===== src/rtl/apb_master_bridge_pkg.sv =====
// Shared widths, defaults and APB state encodings for the APB requester bridge.
package apb_master_bridge_pkg;

  localparam int ADDR_WIDTH      = 32;
  localparam int DATA_WIDTH      = 32;
  localparam int APB_TIMEOUT_DEF = 16;

  localparam logic [1:0] APB_IDLE   = 2'd0;
  localparam logic [1:0] APB_SETUP  = 2'd1;
  localparam logic [1:0] APB_ACCESS = 2'd2;

endpackage


===== src/rtl/apb_master_bridge_wdog.sv =====
// 8-bit saturating wait-state counter; expired flags that the count has reached limit.
module apb_wdog (
  input  logic       PCLK,
  input  logic       PRESETn,
  input  logic       clr,
  input  logic       inc,
  input  logic [7:0] limit,
  output logic       expired
);

  logic [7:0] r_cnt;

  always_ff @(posedge PCLK or negedge PRESETn) begin
    if (!PRESETn) begin
      r_cnt <= 8'd0;
    end else if (clr) begin
      r_cnt <= 8'd0;
    end else if (inc && (r_cnt != 8'hFF)) begin
      r_cnt <= r_cnt + 8'd1;
    end
  end

  assign expired = (r_cnt >= limit);

endmodule


===== src/rtl/apb_master_bridge.sv =====
// APB requester: sequences valid/ready commands through SETUP/ACCESS and returns a response strobe.
module apb_master_bridge
  import apb_master_bridge_pkg::*;
#(
  parameter int ADDR_W  = ADDR_WIDTH,
  parameter int DATA_W  = DATA_WIDTH,
  parameter int TIMEOUT = APB_TIMEOUT_DEF
) (
  input  logic              PCLK,
  input  logic              PRESETn,
  input  logic              cmd_valid,
  output logic              cmd_ready,
  input  logic              cmd_write,
  input  logic [ADDR_W-1:0] cmd_addr,
  input  logic [DATA_W-1:0] cmd_wdata,
  output logic              rsp_valid,
  output logic [DATA_W-1:0] rsp_rdata,
  output logic              rsp_err,
  output logic [ADDR_W-1:0] PADDR,
  output logic              PSELx,
  output logic              PENABLE,
  output logic              PWRITE,
  output logic [DATA_W-1:0] PWDATA,
  input  logic [DATA_W-1:0] PRDATA,
  input  logic              PREADY,
  input  logic              PSLVERR
);

  logic [1:0]        r_state;
  logic [1:0]        w_state_next;
  logic [ADDR_W-1:0] r_paddr;
  logic              r_pwrite;
  logic [DATA_W-1:0] r_pwdata;
  logic              r_rsp_valid;
  logic              r_rsp_err;
  logic [DATA_W-1:0] r_rsp_rdata;
  logic              w_in_access;
  logic              w_accept;
  logic              w_done;
  logic              w_abort;
  logic              w_expired;
  logic              w_wdog_clr;
  logic              w_wdog_inc;

  assign w_in_access = (r_state == APB_ACCESS);
  assign cmd_ready   = (r_state == APB_IDLE) | (w_in_access & PREADY);
  assign w_accept    = cmd_valid & cmd_ready;
  assign w_done      = w_in_access & PREADY;
  // PREADY has priority over the watchdog in the same cycle.
  assign w_abort     = w_in_access & ~PREADY & w_expired;

  assign w_wdog_clr  = ~w_in_access | PREADY | w_abort;
  assign w_wdog_inc  = w_in_access & ~PREADY;

  apb_wdog u_wdog (
    .PCLK    (PCLK),
    .PRESETn (PRESETn),
    .clr     (w_wdog_clr),
    .inc     (w_wdog_inc),
    .limit   (8'(TIMEOUT - 1)),
    .expired (w_expired)
  );

  always_comb begin
    w_state_next = r_state;
    case (r_state)
      APB_IDLE:   if (w_accept) w_state_next = APB_SETUP;
      APB_SETUP:  w_state_next = APB_ACCESS;
      APB_ACCESS: begin
        if (w_done)       w_state_next = w_accept ? APB_SETUP : APB_IDLE;
        else if (w_abort) w_state_next = APB_IDLE;
      end
      default:    w_state_next = APB_IDLE;
    endcase
  end

  always_ff @(posedge PCLK or negedge PRESETn) begin
    if (!PRESETn) begin
      r_state     <= APB_IDLE;
      r_paddr     <= '0;
      r_pwrite    <= 1'b0;
      r_pwdata    <= '0;
      r_rsp_valid <= 1'b0;
      r_rsp_err   <= 1'b0;
      r_rsp_rdata <= '0;
    end else begin
      r_state <= w_state_next;
      if (w_accept) begin
        r_paddr  <= cmd_addr;
        r_pwrite <= cmd_write;
        r_pwdata <= cmd_wdata;
      end
      r_rsp_valid <= w_done | w_abort;
      r_rsp_err   <= w_done ? PSLVERR : w_abort;
      // Read data only survives a clean read completion.
      r_rsp_rdata <= (w_done && !r_pwrite && !PSLVERR) ? PRDATA : '0;
    end
  end

  assign PSELx     = (r_state != APB_IDLE);
  assign PENABLE   = w_in_access;
  assign PADDR     = r_paddr;
  assign PWRITE    = r_pwrite;
  assign PWDATA    = r_pwdata;
  assign rsp_valid = r_rsp_valid;
  assign rsp_err   = r_rsp_err;
  assign rsp_rdata = r_rsp_rdata;

endmodule

===== config.mk =====
export PLATFORM = sky130hd
export DESIGN_NAME = apb_master_bridge
export DESIGN_NICKNAME = d
export VERILOG_FILES = /design/src/rtl/apb_master_bridge_pkg.sv /design/src/rtl/apb_master_bridge_wdog.sv /design/src/rtl/apb_master_bridge.sv
export SDC_FILE = /design/constraint.sdc
export NUM_CORES = 1
export LEC_CHECK = 0
export ABC_AREA = 1
export CORE_AREA = 3 3 104 106
export CTS_BUF_LIST = sky130_fd_sc_hd__clkbuf_8
export CTS_CLUSTER_SIZE = 28
export DETAILED_ROUTE_END_ITERATION = 10
export DIE_AREA = 0 0 107 109
export PLACE_DENSITY = 0.92
export SYNTH_ARGS = -nofsm -noshare
export SYNTH_HDL_FRONTEND = slang
export SYNTH_SLANG_ARGS = --single-unit

===== constraint.sdc =====
create_clock -name PCLK -period 1.25 [get_ports PCLK]
set_input_delay 0.1875 -clock PCLK [delete_from_list [all_inputs] [get_ports PCLK]]
set_output_delay 0.1875 -clock PCLK [all_outputs]
set_load 0.02 [all_outputs]

== Yosys cells after proc, flatten, opt, wreduce, memory -nomap -nowiden ==
Index checks and enable logic that the tools add are counted.

* Bits in registers: 109
* Output and inout bits: 102

* Add/sub/neg operators: 1
* $lt $le $gt $ge: 1
* Eq/ne operators: 5
* Multiplexer cells: 9
* Bitwise operators: 10
* Reduce and logical (&&, ||, !) cells: 9

{| class="wikitable"
|+ Operator list
! operator !! number
|-
| 32-bit two-way mux || 1
|-
| 8-bit two-way mux || 2
|-
| 8-bit by 1-bit adder with 8-bit output, second input constant || 1
|-
| 8-bit by 4-bit >= comparator with 1-bit output, second input constant || 1
|-
| 8-bit != test, second input constant || 1
|-
| 2-bit two-way mux || 3
|-
| 2-bit case mux with 3 select lines || 1
|-
| 1-bit AND || 4
|-
| 1-bit OR || 4
|-
| 2-bit nonzero test || 2
|-
| 1-bit logical AND || 3
|-
| 3-bit by 1-bit != test with 1-bit output, second input constant || 1
|-
| 2-bit by 1-bit equality test with 1-bit output, second input constant || 1
|-
| 2-bit equality test, second input constant || 1
|-
| 1-bit logical NOT || 2
|-
| 2-bit logical NOT || 1
|-
| 1-bit two-way mux || 2
|-
| 2-bit != test, second input constant || 1
|-
| 1-bit NOT || 2
|-
| 2-bit AND reduction || 1
|}

== Logic depth before layout (Yosys ltp) ==
* Depth in word-level cells: 7
* Gate-level depth with buffers: 9
* Mapped depth without buffers: 7

== By module ==
A second synthesis with hierarchy kept.

* Cells, all modules: 514
* Area total of the unflattened synthesis: 4,571.9 um^2

{| class="wikitable"
|+ Modules (own cells, without submodules)
! module !! times used !! cells an instance !! area an instance (um^2) !! seq. area each (um^2)
|-
| apb_master_bridge || 1 || 408 || 3,865.0 || 2,527.4
|-
| apb_wdog || 1 || 106 || 706.9 || 200.2
|}

== Worst setup path before layout ==
No wires, ideal clock.

* Path type: reg2reg
* Start: register r_state[1]
* End: register r_pwrite (netlist: PWRITE)
* Setup time: 116 ps
* Data arrival time: 1,190 ps
* Data required time: 1,134 ps
* Setup slack: -57 ps
* Cell stages (with the launch flop): 9
* Period minus slack after synthesis: 1,307 ps
* Path through: dfrtp_1 -> inv_1 -> nand2_2 -> nand2_2 -> nand2_2 -> buf_6 -> buf_4 -> nand2_1 -> nand2_1

* Word-level cells in the longest chain between the ends: 4
* Elaborated cells on any way between the ends: 5
* Those cells by class: eq/ne: 1; bitwise: 3; reduce/logical: 1

{| class="wikitable"
|+ Ends and longest elaborated chain
! element !! line !! text
|-
| start: declaration || apb_master_bridge.sv:29 || <nowiki>logic [1:0] r_state;</nowiki>
|-
| start signal: assignment || apb_master_bridge.sv:87 || <nowiki>r_state <= w_state_next;</nowiki>
|-
| 2-bit equality test || apb_master_bridge.sv:45 || <nowiki>assign w_in_access = (r_state == APB_ACCESS);</nowiki>
|-
| 1-bit AND || apb_master_bridge.sv:46 || <nowiki>assign cmd_ready = (r_state == APB_IDLE) | (w_in_access & PREADY);</nowiki>
|-
| 1-bit OR * || apb_master_bridge.sv:46 ||
|-
| net cmd_ready || apb_master_bridge.sv:12 || <nowiki>output logic cmd_ready,</nowiki>
|-
| 1-bit AND * || apb_master_bridge.sv:47 || <nowiki>assign w_accept = cmd_valid & cmd_ready;</nowiki>
|-
| end signal: assignment || apb_master_bridge.sv:90 || <nowiki>r_pwrite <= cmd_write;</nowiki>
|-
| end: declaration || apb_master_bridge.sv:32 || <nowiki>logic r_pwrite;</nowiki>
|}

Mark *: on every way through the listed nets, which the timed path passes. The rest lies on a longest branch.
A chain may end at the register's enable or synchronous reset.

== Final worst setup path ==
* Start: register r_state[0]
* End: register r_pwdata[16] (netlist: PWDATA[16])

* Word-level cells in the longest chain between the ends: 4
* Elaborated cells on any way between the ends: 5
* Those cells by class: eq/ne: 1; bitwise: 3; reduce/logical: 1

{| class="wikitable"
|+ Ends and longest elaborated chain
! element !! line !! text
|-
| 2-bit equality test || apb_master_bridge.sv:45 ||
|-
| 1-bit AND || apb_master_bridge.sv:46 ||
|-
| 1-bit OR * || apb_master_bridge.sv:46 ||
|-
| 1-bit AND * || apb_master_bridge.sv:47 ||
|-
| end signal: assignment || apb_master_bridge.sv:91 || <nowiki>r_pwdata <= cmd_wdata;</nowiki>
|-
| end: declaration || apb_master_bridge.sv:33 || <nowiki>logic [DATA_W-1:0] r_pwdata;</nowiki>
|}

Every way passes the cells marked *; elsewhere a longest branch is shown, timed or not.

==> flow_summary_export.csv <==
group,metric,value,unit
synth,ys_seq_elements,109,
timing,rsz0062_at_grt,"yes",
global_routing,grt_use_met1,24.4,%
timing,setup_ws,-155,ps
power_and_ir_drop,p_switching,2.95,mW
place,portBuffers,203,
timing,fin_crit_sh,112,%
die,die-area,11700,µm²
flow_run,max-cap-violations,0,
global_routing,grtUsageMet2,38.5,%
timing,max_freq,0.712,GHz
synth,synthCells,431,
worst_setup_path,crit_chain,"inv_2 > nand2_2 > nand2_4 > buf_6 > nand2_8 > inv_8 > buf_12 > buf_16 > nand2_1 > nand2_1",
finish,n_fill_cell,698,
power_and_ir_drop,comb_power_share,31.9,%
timing,fin_worst_skew,7.28,ps
synth,synth_area_per_cell,9.43,µm²
power_and_ir_drop,p_clk_share,20.4,%
drt,routedWlPerCell,15.7,µm
timing,maxSlewViolCount,0,
synth,synth_cell_types,17,
timing,final_hold_viol_count,0,
place,dp_cells,767,
drt,totalWireLength,12600,µm
finish,syn2layout_area_growth,65.6,%
place,placed_area,6320,µm²
finish,antenna_cells,0,
finish,drive_gt1_share,28.6,%
timing,holdWs,240,ps
global_routing,groute.usage.overall,21.7,%
global_routing,grt_pass1_vias,3970,
worst_setup_path,cp_slowest_stage_delay,410,ps
drt,ant_nets,0,
finish,final_area,6730,µm²
timing,setup_violations,99,
synth,ys_seq_area_share,67.1,%
worst_setup_path,critical_path_class,"flip-flop to flip-flop",
die,num_rows,36,
worst_setup_path,crit_path_end_kind,"flip-flop",
synth,syn_area,4060,µm²
finish,utilization,68.2,%
die,core_area,9860,µm²
global_routing,antenna_found_initial,0,
finish,final-seq-area,2730,µm²
global_routing,use_met3,6.45,%
drt,drt_iter0_markers,236,
global_routing,grt_most_used_layer,"met2",
power_and_ir_drop,power,8.92,mW
hold_path,worst_hold_path_type,"input port to async pin",
power_and_ir_drop,p_int,5.96,mW
global_routing,grt-ovfl-total,0,
finish,fin_cells,800,
synth,yosysWarnings,0,
timing,finalCriticalPeriod,1400,ps
drt,viasPerCell,4.67,
worst_setup_path,worst_ep_arrival_time,1700,ps
outcome,violations,"negative setup slack",
die,start_util,41.2,%
clock_tree,cts_tree,"yes",
worst_setup_path,crit_fanout,9,
power_and_ir_drop,power_density,1330,nW/µm²
place,gp_congestion,0.787,
worst_setup_path,cp_common_cell,"nand2_1",
finish,multiInputGateArea,1200,µm²
finish,final_cell_mix,"179 x nand2_1, 109 x dfrtp_1, 100 x clkdlybuf4s50_1",
drt,first_pass_iters,4,
drt,drc,0,
power_and_ir_drop,irDropWorstVdd,0.807,mV
clock_tree,cts_made_buffers,9,
clock_tree,cts_max_level,3,
power_and_ir_drop,power.share.switching,33.1,%
place,hpwl,8350,µm
clock_tree,clockBufferDepth,2,
worst_setup_path,cp_slowest_cell,"dfrtp_1",
clock_tree,root_buffer,"clkbuf_8",
clock_tree,path_clk_slew,100,ps
clock_tree,clock_latency,360,ps
drt,via_count,3732,
clock_tree,cts_sinks,109,
finish,mostFrequentLayoutCell,"nand2_1",
timing,setup_tns,-7640,ps
die,die_x,107,µm
finish,nNetsFinal,767,
global_routing,grt_pass1_wl,19500,µm
global_routing,grt_max_degree,37,
die,num_io_pins,204,
worst_setup_path,start_kind,"flip-flop",
die,fp.dieH,109,µm
place,dpl_worst_slack,-395,ps
outcome,status,"finished with violations",
worst_setup_path,cp_data_required_time,1550,ps
power_and_ir_drop,p_leak,3.53,nW
power_and_ir_drop,p_seq_share,47.7,%
-- registers in the layout, indices dropped and copies added, names as in the netlist --
| register | cells |
|---|---|
| rsp_rdata | 32 |
| rsp_valid | 1 |
| PWDATA | 32 |
| rsp_err | 1 |
| r_state | 2 |
| PWRITE | 1 |
| PADDR | 32 |
| u_wdog.r_cnt | 8 |
-- final cells by class --
class	count	area share (%)
Tap cell	133	2.47
Clock inverter	5	0.446
Inverter	38	2.23
Multi-Input combinational cell	270	17.9
Timing Repair Buffer	236	34.5
Sequential cell	109	40.6
Clock buffer	9	1.84
-- power groups by stage --
stage          combinational, mW  clock, mW  sequential [mW]
2_1_floorplan              0.632          0             4.84
3_3_place_gp                2.68          0             4.28
3_5_place_dp                2.75          0             4.31
4_1_cts                     2.93       1.90             4.25
5_1_grt                     3.05       2.02             4.31
6_report                    2.84       1.82             4.26
-- cells by family after synthesis --
family	after synthesis	share of synthesized area (%)
and+or+nand+nor	258	24.3
buffers and inverters	55	7.30
other	1	0.0923
AOI/OAI and AO/OA	7	0.862
DFF	109	67.1
adders and majority gates	1	0.308
-- worst paths after layout --
kind | from | endpoint | slack (ps) | cells after the start
worst max-delay path | r_state[0] | PWDATA[16] | -150 | 10
worst min-delay path | PRESETn | PWDATA[19] | 240 | 2
worst max register to register | r_state[0] | PWDATA[16] | -150 | 10
worst min register to register | PWDATA[3] | PWDATA[3] | 490 | 2
max in group asynchronous | PRESETn | rsp_rdata[10] | 540 | 3
min in group PCLK | PRDATA[1] | rsp_rdata[1] | 330 | 3
-- synthesized netlist by cell type (all sizes together) --
cell	n	area (µm²)
nor3	1	5.00
ha	1	12.5
conb	1	3.75
o21ai	4	20.0
dfrtp	109	2730
or2	1	6.26
inv	38	143
nand3	2	10.0
buf	17	154
a21oi	3	15.0
nand2	210	798
nor2	44	168
-- metal layers --
layer | wire length [µm] | vias to the layer above
met2 | 6490 | 218
met5 | 0 | -
met1 | 4660 | 1763
li1 | - | 1725
met4 | 277 | 0
met3 | 1170 | 26
-- critical path, delay by kind of cell, from the launching register on --
| family | cells | cell delay [ps] |
|---|---|---|
| and+or+nand+nor | 5 | 330 |
| DFF | 1 | 410 |
| buffers and inverters | 5 | 580 |
-- timing repair --
| item | CTS | global route |
|---|---|---|
| setup buffers | 5 | 5 |
| hold buffers | 1 | 0 |
| gates cloned | 8 | 0 |
| hold endpoints to repair | 109 | 0 |
| endpoints found under the setup margin | 174 | 163 |
| gates resized for setup | 310 | 82 |
| pin swaps | 6 | 4 |
(Power assumes the default switching activity.)
